===== config.mk =====
export PLATFORM = sky130hd
export DESIGN_NAME = fir_tap_sequencer_flat
export DESIGN_NICKNAME = d
export VERILOG_FILES = /design/src/rtl/fir_tap_sequencer_if.sv /design/src/rtl/fir_tap_sequencer.sv /design/src/flat_wrapper.sv
export SDC_FILE = /design/constraint.sdc
export NUM_CORES = 1
export LEC_CHECK = 0
export ABC_AREA = 0
export BUFFER_PORTS_ARGS = -buffer_cell sky130_fd_sc_hd__buf_2
export CAP_MARGIN = 15
export CORE_MARGIN = 1
export CORE_UTILIZATION = 53
export DETAILED_ROUTE_END_ITERATION = 16
export GPL_TIMING_DRIVEN = 0
export PLACE_DENSITY = 0.79
export SYNTH_ARGS = -nofsm -noshare
export SYNTH_HDL_FRONTEND = slang
export SYNTH_SLANG_ARGS = --single-unit

===== constraint.sdc =====
create_clock -name clk -period 3.06 [get_ports clk]
set_input_delay 0 -clock clk [delete_from_list [all_inputs] [get_ports clk]]
set_output_delay 0 -clock clk [all_outputs]
set_load 0.02 [all_outputs]

===== src/rtl/fir_tap_sequencer_if.sv =====
// Bus between the ADC-side producer and the FIR tap sequencer.
// Carries the sample strobe/data in and the tap-sweep outputs (ROM address,
// delayed sample, MAC tap index, sweep start, overrun flag) back out.
//   master : drives adc_valid/adc_bits, observes the sweep outputs
//   slave  : the sequencer itself
interface fir_tap_sequencer_if #(
    parameter int unsigned Order_MSB = 5,
    parameter int unsigned ADC_MSB   = 11
);
    logic                     adc_valid;
    logic signed [ADC_MSB:0]  adc_bits;
    logic [Order_MSB:0]       rom_addr;
    logic signed [ADC_MSB:0]  buffer_bits;
    logic [Order_MSB:0]       address;
    logic                     sweep_start;
    logic                     overrun;

    modport master (
        output adc_valid, adc_bits,
        input  rom_addr, buffer_bits, address, sweep_start, overrun
    );

    modport slave (
        input  adc_valid, adc_bits,
        output rom_addr, buffer_bits, address, sweep_start, overrun
    );
endinterface


===== src/rtl/fir_tap_sequencer.sv =====
// FIR tap sequencer: upstream feeder for the FIR multiply-accumulate stage.
// Holds a circular delay line of TAPS = 2^(Order_MSB+1) samples and sweeps the
// tap index continuously, presenting the coefficient ROM address, the delayed
// sample x[n-k] (aligned with the 1-cycle ROM read) and the tap index delayed
// to the MAC's timing. New samples are parked in a pending register and only
// committed on the last tap of a sweep, so every sweep sees one window.
// Ports:
//   clk          system clock, rising edge
//   rst_n        asynchronous active-low reset
//   bus.adc_valid/adc_bits     sample strobe and signed sample
//   bus.rom_addr               coefficient ROM address (free-running tap k)
//   bus.buffer_bits            x[n-k] for the previous cycle's rom_addr
//   bus.address                rom_addr delayed 2 cycles, for the MAC
//   bus.sweep_start            high while rom_addr == 0
//   bus.overrun                pulse: a pending sample was overwritten
module fir_tap_sequencer #(
    parameter int unsigned Order_MSB = 5,
    parameter int unsigned ADC_MSB   = 11
) (
    input  logic                 clk,
    input  logic                 rst_n,
    fir_tap_sequencer_if.slave   bus
);
    localparam int unsigned IDX_W    = Order_MSB + 1;
    localparam int unsigned DATA_W   = ADC_MSB + 1;
    localparam int unsigned TAPS     = 2 ** IDX_W;
    localparam int unsigned LAST_TAP = TAPS - 1;

    logic [IDX_W-1:0]         r_rom_addr;
    logic [IDX_W-1:0]         r_addr_d1;
    logic [IDX_W-1:0]         r_address;
    logic                     r_sweep_start;
    logic signed [DATA_W-1:0] r_buffer_bits;
    logic [IDX_W-1:0]         r_head;
    logic                     r_pending;
    logic signed [DATA_W-1:0] r_pending_bits;
    logic                     r_overrun;
    logic signed [DATA_W-1:0] r_mem [TAPS];

    logic                     w_last_tap;
    logic                     w_commit;
    logic signed [DATA_W-1:0] w_commit_bits;
    logic [IDX_W-1:0]         w_wr_idx;
    logic [IDX_W-1:0]         w_rd_idx;

    // Commit decision and delay-line indexing (all modulo TAPS by wrap)
    always_comb begin
        w_last_tap    = (r_rom_addr == IDX_W'(LAST_TAP));
        w_commit      = w_last_tap & (r_pending | bus.adc_valid);
        // A strobe in the commit cycle is newer than anything pending
        w_commit_bits = bus.adc_valid ? bus.adc_bits : r_pending_bits;
        w_wr_idx      = r_head + IDX_W'(1);
        w_rd_idx      = r_head - r_rom_addr;
    end

    // Free-running tap counter, MAC-aligned index pipeline and sweep marker
    always_ff @(posedge clk or negedge rst_n) begin
        if (!rst_n) begin
            r_rom_addr    <= '0;
            r_addr_d1     <= '0;
            r_address     <= '0;
            r_sweep_start <= 1'b0;
        end else begin
            r_rom_addr    <= r_rom_addr + IDX_W'(1);
            r_addr_d1     <= r_rom_addr;
            r_address     <= r_addr_d1;
            // rom_addr wraps to 0 on this edge when it currently sits on the last tap
            r_sweep_start <= w_last_tap;
        end
    end

    // Sample capture: newest strobe wins; overwriting an uncommitted sample flags overrun
    always_ff @(posedge clk or negedge rst_n) begin
        if (!rst_n) begin
            r_pending      <= 1'b0;
            r_pending_bits <= '0;
            r_overrun      <= 1'b0;
        end else begin
            r_overrun <= 1'b0;
            if (w_commit) begin
                r_pending <= 1'b0;
            end else if (bus.adc_valid) begin
                r_pending      <= 1'b1;
                r_pending_bits <= bus.adc_bits;
                r_overrun      <= r_pending;
            end
        end
    end

    // Head pointer only moves at commit, keeping each sweep's window fixed
    always_ff @(posedge clk or negedge rst_n) begin
        if (!rst_n) begin
            r_head <= '0;
        end else if (w_commit) begin
            r_head <= w_wr_idx;
        end
    end

    // Delay line storage
    always_ff @(posedge clk or negedge rst_n) begin
        if (!rst_n) begin
            for (int unsigned i = 0; i < TAPS; i++) begin
                r_mem[i] <= '0;
            end
        end else if (w_commit) begin
            r_mem[w_wr_idx] <= w_commit_bits;
        end
    end

    // Registered read; on the last tap the read slot equals the commit slot and
    // the non-blocking write leaves the old sample visible to this read
    always_ff @(posedge clk or negedge rst_n) begin
        if (!rst_n) begin
            r_buffer_bits <= '0;
        end else begin
            r_buffer_bits <= r_mem[w_rd_idx];
        end
    end

    assign bus.rom_addr    = r_rom_addr;
    assign bus.address     = r_address;
    assign bus.sweep_start = r_sweep_start;
    assign bus.buffer_bits = r_buffer_bits;
    assign bus.overrun     = r_overrun;

endmodule


===== src/flat_wrapper.sv =====
// flat-port wrapper written by rule: the top's interface ports become plain ports
module fir_tap_sequencer_flat 
#(
    parameter int unsigned Order_MSB = 5,
    parameter int unsigned ADC_MSB   = 11
)
  (clk, rst_n, bus_adc_valid, bus_adc_bits, bus_rom_addr, bus_buffer_bits, bus_address, bus_sweep_start, bus_overrun);
  fir_tap_sequencer_if #(.Order_MSB(Order_MSB), .ADC_MSB(ADC_MSB)) bus_i ();
  input  logic clk;
  input  logic rst_n;
  input wire logic [$bits(bus_i.adc_valid)-1:0] bus_adc_valid;
  input wire logic [$bits(bus_i.adc_bits)-1:0] bus_adc_bits;
  output wire logic [$bits(bus_i.rom_addr)-1:0] bus_rom_addr;
  output wire logic [$bits(bus_i.buffer_bits)-1:0] bus_buffer_bits;
  output wire logic [$bits(bus_i.address)-1:0] bus_address;
  output wire logic [$bits(bus_i.sweep_start)-1:0] bus_sweep_start;
  output wire logic [$bits(bus_i.overrun)-1:0] bus_overrun;
  assign bus_i.adc_valid = bus_adc_valid;
  assign bus_i.adc_bits = bus_adc_bits;
  assign bus_rom_addr = bus_i.rom_addr;
  assign bus_buffer_bits = bus_i.buffer_bits;
  assign bus_address = bus_i.address;
  assign bus_sweep_start = bus_i.sweep_start;
  assign bus_overrun = bus_i.overrun;
  fir_tap_sequencer #(.Order_MSB(Order_MSB), .ADC_MSB(ADC_MSB)) u_core (.clk(clk), .rst_n(rst_n), .bus(bus_i));
endmodule

==> impl_summary.md, run 1 <==
Clock network
After clock tree synthesis, the clock-pin slew on the worst setup and hold paths is 60 ps. The deepest clock path buffer count is 3. Buffers inserted during clock tree synthesis total 82.

The total number of H-tree levels is 3. The root buffer selected by CTS is clkbuf_16. CTS saw 819 sinks. TritonCTS built the clock tree.

At the later pin of the worst-skew pair, clock insertion delay measures 680 ps.

Die
The die covers 69000 um2. The floorplan die height is 263 um. In this run the core area contains 95 standard-cell rows. The I/O pin count is 41. For this configuration, the core starts out at a cell density of 0.536.

The width of the die is 263 um. The standard cell core area is 67300 um2.

Timing
The clock arrives with 63.4 ps of skew. Setup repair after global routing could not meet its margin everywhere. The smallest clock period supported by the final layout is computed as 3120 ps. The final worst-path setup slack is -59.5 ps. The maximum operating frequency is 321 MHz. The number of max-slew violations in the final report is 0. Setup violations remaining at the end of the flow were counted as 27. The portion of the clock cycle consumed by the worst path in the final layout is 1.02. For the pin with the worst max-slew slack, the measured transition is 1240 ps. The hold violation count in the final report is 0. Headroom to the max-slew limit came out at 0.167.

Worst setup path
STA classifies the critical path startpoint as a flop. The critical-path maximum fanout is 10. By startpoint and endpoint, the worst setup path is classified as flop to flop.

The depth of the most critical reg-to-reg path is 9. The worst setup path is captured at a flop. The startpoint of the worst setup timing path is u_core.r_head[0]$_DFFE_PN0P_. The critical path goes through buf_4 -> and3_1 -> buf_2 -> nand3_1 -> clkbuf_1 -> a21oi_1 -> buf_2 -> nor2_1 -> a21oi_1. For this run, the slowest stage of the critical path takes 800 ps. The startpoint identified for the worst register-to-register timing path is u_core.r_head[0]$_DFFE_PN0P_.

The library cell contributing the largest single delay on the critical path is clkbuf_1. The data arrival time of the critical path is 3570 ps. At the worst endpoint, the required time is 3510 ps.

Routing
The remaining routing DRC violations is 0. The total iterations of the first detailed-routing run is 7. Once detail routing completed, the nets flagged for antenna violations numbered 0.

The final layout contains routed wiring with a total length of 117 mm. In the final routed layout, each cell accounts on average for 27.0 um. The number of DRC violations after detailed-routing iteration 0 is 3897.

The detailed-route vias per instance is 6.48. The final route contains 28200 vias.

Hold path
The worst hold path was traced through 4 stages. The worst min-delay path startpoint is bus_adc_bits[8]. The worst hold-check path type is input port to flop.

Logic synthesis
The share of synthesized cell area in and, or, nand and nor gates is 0.0975. The most common flop cell mapped by yosys is dfrtp_1. The post-synthesis instance area is 36000 um2. The mean instance size in the synthesized netlist is 11.1 um2. In this run, distinct cell masters in the synthesized netlist total 46. The post-synthesis adder-cell area fraction is 0.00299.

The post-synthesis async set-or-reset flop share is 1.00. Synthesis produced a netlist whose cell count is 3238. By area the synthesized netlist is led by dfrtp_1 57%, mux4_2 12%, a21oi_1 6.7%, nor2_1 5.2%, o21ai_0 4.2%.

After synthesis, the largest family of logic cells by area is multiplexers. The largest area contributor in the netlist is dfrtp_1. The total nets after synthesis is 3261.

The xor/xnor cell area share of the yosys netlist is 0.00389. The share of synthesized area in the top cell type comes to 0.569. In this run, synthesis inferred 0 flip-flops with an integrated enable. The flop and latch count out of synthesis is 819. After synthesis, the share of cell area in mux cells is 0.176. The sequential fraction of the synthesis area is 0.569.

The compound-cell area share of the yosys netlist is 0.115. The total of warnings raised by yosys is 0.

Place
The setup slack at placement is -1550 ps. The number of buffer cells added on primary ports is 39. The detailed placer's ending HPWL is 76.4 mm. The weighted congestion reported at the end of routability-driven placement is 1.03. In this run, placement finished with an instance count of 4158.

Cells and area
For this run, the post-layout net count is 3425. The post-layout instance count excluding filler cells is 4346. The library cells used most frequently in the layout, excluding fill and tap cells, are 814 x dfrtp_1, 487 x nor2_1, 475 x a21oi_1. The area growth from synthesis to layout is 16.4%. The leading cell type in the layout, fill and taps excluded is dfrtp_1. The fraction of final layout cells sized beyond drive strength 1 is 0.207.

Outcome
The checks that failed: setup timing. The flow ran to the end, but the final reports show violations.

Global route
The global-route wire length before repair is 173 mm. The final global-route overflow total is 0. The number of global-route vias before repair is 27700. Entering global routing, the biggest net connects 116 pins.

The number of antenna violations at the first check in global routing is 6. The total routing resource utilization after global routing is 0.339.

Power and ir drop
The analysis attributes to cell leakage a power of 19.1 nW. IR analysis of the VDD net gives a maximum drop of 0.000426 V. Dividing total power by cell area gives a power density of 561 nW/um2.

Flow run
The number of max-capacitance violations reported is 0.
where the power goes:
group	switching [mW]	internal, mW
clock	4.52	6.21
combinational	1.36	0.516
sequential	0.0309	10.9
critical path: cells and delay by family, from the launching register on:
family | cells | cell delay [ps]
AO/OA/AOI/OAI | 2 | 440
buffers and inverters | 4 | 1450
flip-flops | 1 | 440
AND/OR/NAND/NOR | 3 | 620
cells by family (layout without fill, tap and decap cells):
kind of cell / Yosys count / count (layout)
and+or+nand+nor: 880 / 880
DFF: 819 / 819
AOI/OAI and AO/OA: 818 / 818
muxes: 385 / 385
buffers and inverters: 312 / 543
xor gates and xnor gates: 16 / 16
adders and majority gates: 8 / 8
other: 0 / 4
flip-flops by register name, indices dropped and copies added, names as in the netlist:
signal / cells
u_core.bus.overrun: 1
u_core.r_pending: 1
u_core.bus.address: 6
u_core.r_pending_bits: 12
u_core.bus.rom_addr: 6
u_core.r_head: 6
u_core.bus.buffer_bits: 12
u_core.r_addr_d1: 6
u_core.r_mem: 768
u_core.bus.sweep_start: 1
synthesized netlist by cell type, types with 5 or more instances:
cell	number
nand3_1	8
a21oi_1	481
nand4_1	6
buf_2	84
nor3_2	6
or3_1	8
mux2i_1	133
xor2_1	5
nand2b_1	7
mux2_2	60
o21ai_0	299
inv_1	10
o21ai_1	19
nand2_1	323
nor2_1	497
clkbuf_1	212
dfrtp_1	819
xnor2_1	11
ha_1	7
nor2b_1	5
mux4_2	192
per-layer routing:
layer | global-route usage | up-vias | share of wire
met5 | 0.00485 | - | 0.0014
met4 | 0.203 | 2 | 0.067
met3 | 0.125 | 499 | 0.13
met2 | 0.486 | 1967 | 0.44
met1 | 0.440 | 14100 | 0.36
li1 | - | 11600 | -
worst paths after layout:
kind,endpoint,slack (ps)
max,u_core.r_mem[75]$_DFFE_PN0P_,-60
min,u_core.r_mem[500]$_DFFE_PN0P_,60
max reg2reg,u_core.r_mem[75]$_DFFE_PN0P_,-60
min reg2reg,u_core.bus.address[3]$_DFF_PN0_,350
max in group asynchronous,u_core.r_mem[363]$_DFFE_PN0P_,1100
min in group asynchronous,u_core.bus.buffer_bits[2]$_DFF_PN0_,510
layout make-up:
class / count / area [um2]
Clock buffer: 113 / 2320
Buffer: 301 / 1810
Multi-Input combinational cell: 2107 / 14900
Fill cell: 5004 / 25300
Sequential cell: 819 / 20500
Antenna cell: 4 / 10.0
Inverter: 10 / 40.0
Timing Repair Buffer: 81 / 754
Clock inverter: 38 / 537
Tap cell: 873 / 1090
what timing repair did:
| action | 4_1_cts | 5_1_grt |
|---|---|---|
| setup buffers | 7 | 19 |
| pin swaps | 2 | 9 |
| setup endpoints to repair | 191 | 487 |
| gates resized for setup | 214 | 138 |
| hold buffers | 3 | 0 |
| cloned | 2 | 3 |
| endpoints found under the hold margin | 331 | 0 |
metrics by stage:
stage               area (um2)  utilization  power (mW)  setup TNS [ps]  hold slack, ps
finish                   41900        0.623        23.5            -510            59.5
global route             41900        0.623        24.0           -7020             100
CTS                      41400        0.616        23.4           -20.2            56.6
detailed placement       37600        0.558        12.7          -76210           -41.8
global placement         37300        0.555        12.6               -             331
floorplan                36000            -        11.8               0            -296
Power figures use the tool's default switching activity.
==> run 2: changes to the inputs <==
==> constraint.sdc (replaced) <==
create_clock -name clk -period 2.6 [get_ports clk]
set_input_delay 0 -clock clk [delete_from_list [all_inputs] [get_ports clk]]
set_output_delay 0 -clock clk [all_outputs]
set_load 0.02 [all_outputs]
==> impl_summary.md, run 2 (same netlist as run 1, synthesis figures left out) <==
Outcome
Status: finished, violations left (unchanged). Violations in the final reports: setup timing (unchanged).

Routing
The detailed-route vias per instance is 6.67 (was 6.48). The remaining antenna violation count is 0 (unchanged). The number of vias after detailed routing is 29300 (was 28200). The post-detailed-routing wire length was 124 mm (was 117 mm). The remaining routing DRC violations is 0 (unchanged). The number of DRC violations after detailed-routing iteration 0 came to 4471 (was 3897). The total iterations of the first detailed-routing run is 8 (was 7). The detailed-route wire length per cell is 28.3 um (was 27.0 um).

Cells and area
The final design area excluding fillers is 43500 um2 (was 41900 um2). The number of fill cells in the layout is 4626 (was 5004). The sequential cell area in the final layout is 20500 um2 (unchanged).

The final-stage net count was 3471 (was 3425). The most flop-heavy register is u_core.r_mem (unchanged). The fraction of final layout cells sized beyond drive strength 1 came to 0.256 (was 0.207).

The multi-input combinational cell area is 15600 um2 (was 14900 um2). Highest-count cells in the layout ignoring fill and taps: 814 x dfrtp_1, 474 x nor2_1, 467 x a21oi_1 (was 814 x dfrtp_1, 487 x nor2_1, 475 x a21oi_1). The post-layout instance count excluding filler cells is 4390 (was 4346). The area overhead of the layout relative to synthesis is 20.7% (was 16.4%). The number of flip-flops in the largest register is 768 (unchanged). The leading cell type in the layout, fill and taps excluded is dfrtp_1 (unchanged). The core utilization of the finished layout is 0.646 (was 0.623).

Worst setup path
Critical-path cell list: inv_4 -> ha_4 -> fa_2 -> buf_12 -> clkbuf_16 -> clkbuf_16 -> mux4_2 -> mux2i_4 -> mux2_4 -> mux2i_2 -> mux2_4 (was buf_4 -> and3_1 -> buf_2 -> nand3_1 -> clkbuf_1 -> a21oi_1 -> buf_2 -> nor2_1 -> a21oi_1). The library cell contributing the largest single delay on the critical path was fa_2 (was clkbuf_1). The data arrival time of the critical path is 3650 ps (was 3570 ps).

The buffer and inverter count on the worst path is 4 (unchanged). The launching element type of the critical path is a flop (unchanged). The required arrival time at the worst endpoint is 3130 ps (was 3510 ps). The capturing point of the worst reg2reg path was u_core.bus.buffer_bits[9]$_DFF_PN0_ (was u_core.r_mem[75]$_DFFE_PN0P_). The cell type group with the largest total delay on the critical path is multiplexers (was buffers and inverters). The maximum single-stage delay on the critical path came to 550 ps (was 800 ps).

The critical-path maximum fanout was 8 (was 10). The depth of the most critical reg-to-reg path came to 11 (was 9). The minimum setup slack among reg-to-reg paths is -520 ps (was -60 ps). The launch point of the worst reg-to-reg path is u_core.r_head[0]$_DFFE_PN0P_ (unchanged). The classification of the worst setup path is flop to flop (unchanged). The kind of capture point of the worst setup path is a flop (unchanged).

Flow run
The number of max-capacitance violations reported was 0 (unchanged).

Place
The weighted congestion reported at the end of routability-driven placement is 1.06 (was 1.03). The detailed placer's ending HPWL is 76.5 mm (was 76.4 mm). The number of buffer cells added on primary ports is 39 (unchanged). The cell count after placement is 4157 (was 4158). The area after detailed placement is 37700 um2 (was 37600 um2).

Global route
The largest net degree at the start of global routing is 129 (was 116). The busiest layer in global routing is met2 (unchanged). The number of antenna violations at the first check in global routing is 7 (was 6). The met3 usage is 0.123 (was 0.125). The total routing resource utilization after global routing is 0.346 (was 0.339). The final global-route overflow total was 0 (unchanged). The met2 capacity usage during global routing came to 0.500 (was 0.486). The met1 track demand over resource in global routing is 0.446 (was 0.440). The number of global-route vias before repair is 28600 (was 27700). The global-route wire length before repair is 176 mm (was 173 mm).

Timing
The maximum operating frequency was 320 MHz (was 321 MHz). The largest clock skew in the final design is 28.6 ps (was 63.4 ps). The worst hold slack after final layout is 3.53 ps (was 59.5 ps). Unrepaired setup endpoints after global routing: true (unchanged). The time the final worst path needs with I/O delays and setup is 3120 ps (about the same). The slew at the pin closest to its max-slew limit is 1190 ps (was 1240 ps). The hold violation count in the final report was 0 (unchanged).

The final worst-path setup slack is -521 ps (was -59.5 ps). The number of max-slew violations in the final report is 0 (unchanged). The worst max-slew margin expressed relative to the limit is 0.209 (was 0.167). The portion of the clock cycle consumed by the worst path in the final layout came to 1.20 (was 1.02). The number of setup violations in the final report is 250 (was 27).

Die
The I/O pin count is 41 (unchanged). The width of the die was 263 um (unchanged). The floorplan die height is 263 um (unchanged). The die outline area is 69000 um2 (unchanged). The standard cell core area is 67300 um2 (unchanged).

The number of rows in the core area is 95 (unchanged). The effective utilization at floorplan is 0.536 (unchanged).

Power and ir drop
The highest ir drop seen on vdd is 0.000484 V (was 0.000426 V). The total design power was 27.5 mW (was 23.5 mW). The leakage power is 19.7 nW (was 19.1 nW).

The power density normalized to cell area came to 633 nW/um2 (was 561 nW/um2).

Hold path
The worst hold-check path type is input port to asynchronous set/reset pin (was input port to flop).

Clock network
The source-to-sink clock delay at the later pin of the worst-skew pair is 660 ps (was 680 ps). The total number of H-tree levels was 3 (unchanged). The deepest clock path buffer count came to 3 (unchanged). The clock-pin slew of the registers on the worst-case setup and hold paths is 60 ps (about the same). The clock tree from TritonCTS is built (unchanged). The root buffer selected by CTS is clkbuf_16 (unchanged). The clock sink total is 819 (unchanged). The TritonCTS buffer count was 82 (unchanged).
==> run 2: layout make-up <==
cell class	instances	area share
sequential	819	0.471
multi-input combinational	2107	0.359
clock buffer	118	0.0547
buffer	287	0.0507
timing repair buffer	141	0.0292
tap	873	0.0251
clock inverter	34	0.00926
inverter	10	0.000921
antenna	1	0.0000575
==> run 2: per-layer routing <==
layer,part of all wire,routed length [um]
met1,0.35,42900
met5,0.0015,184
met2,0.44,54100
met3,0.14,17300
met4,0.078,9620
==> run 2: how the worst max path moves through the flow <==
stage                                                 from                              endpoint  slack, ps  cells past startpoint
final                         u_core.r_head[0]$_DFFE_PN0P_   u_core.bus.buffer_bits[9]$_DFF_PN0_       -520                     11
after global routing          u_core.r_head[0]$_DFFE_PN0P_  u_core.bus.buffer_bits[10]$_DFF_PN0_       -510                     11
after CTS                 u_core.bus.rom_addr[0]$_DFF_PN0_   u_core.bus.buffer_bits[9]$_DFF_PN0_       -390                     10
after detailed placement      u_core.r_head[0]$_DFFE_PN0P_  u_core.bus.buffer_bits[10]$_DFF_PN0_      -1340                     10
after global placement                               rst_n          u_core.r_head[0]$_DFFE_PN0P_     -17100                      1
after floorplan           u_core.bus.rom_addr[0]$_DFF_PN0_   u_core.bus.buffer_bits[0]$_DFF_PN0_         20                      9
==> run 2: report_power, final <==
part           internal [mW]  switching [mW]
sequential              12.8          0.0340
combinational          0.644            1.67
clock                   7.11            5.27
==> run 2: worst reg2reg max path: cells and delay by family (launching register included) <==
kind                       cells  cell delay [ps]
adders and majority gates      2              700
buffers and inverters          4              610
DFF                            1              400
muxes                          5             1280
==> run 2: metrics by stage <==
step / setup TNS, ps / setup WS, ps
after CTS: -4560 / -387
after detailed placement: -345030 / -1340
after floorplan: 0 / 16.2
final: -16610 / -521
after global routing: -32840 / -507
after global placement: - / -17100
==> run 2: what timing repair did <==
action / 4_1_cts / 5_1_grt
hold endpoints to repair: 115 / 0
pin swaps: 17 / 14
buffers inserted: 28 / 47
endpoints found under the setup margin: 771 / 701
gates resized for setup: 366 / 400
cloned: 8 / 10
hold buffers: 2 / 0
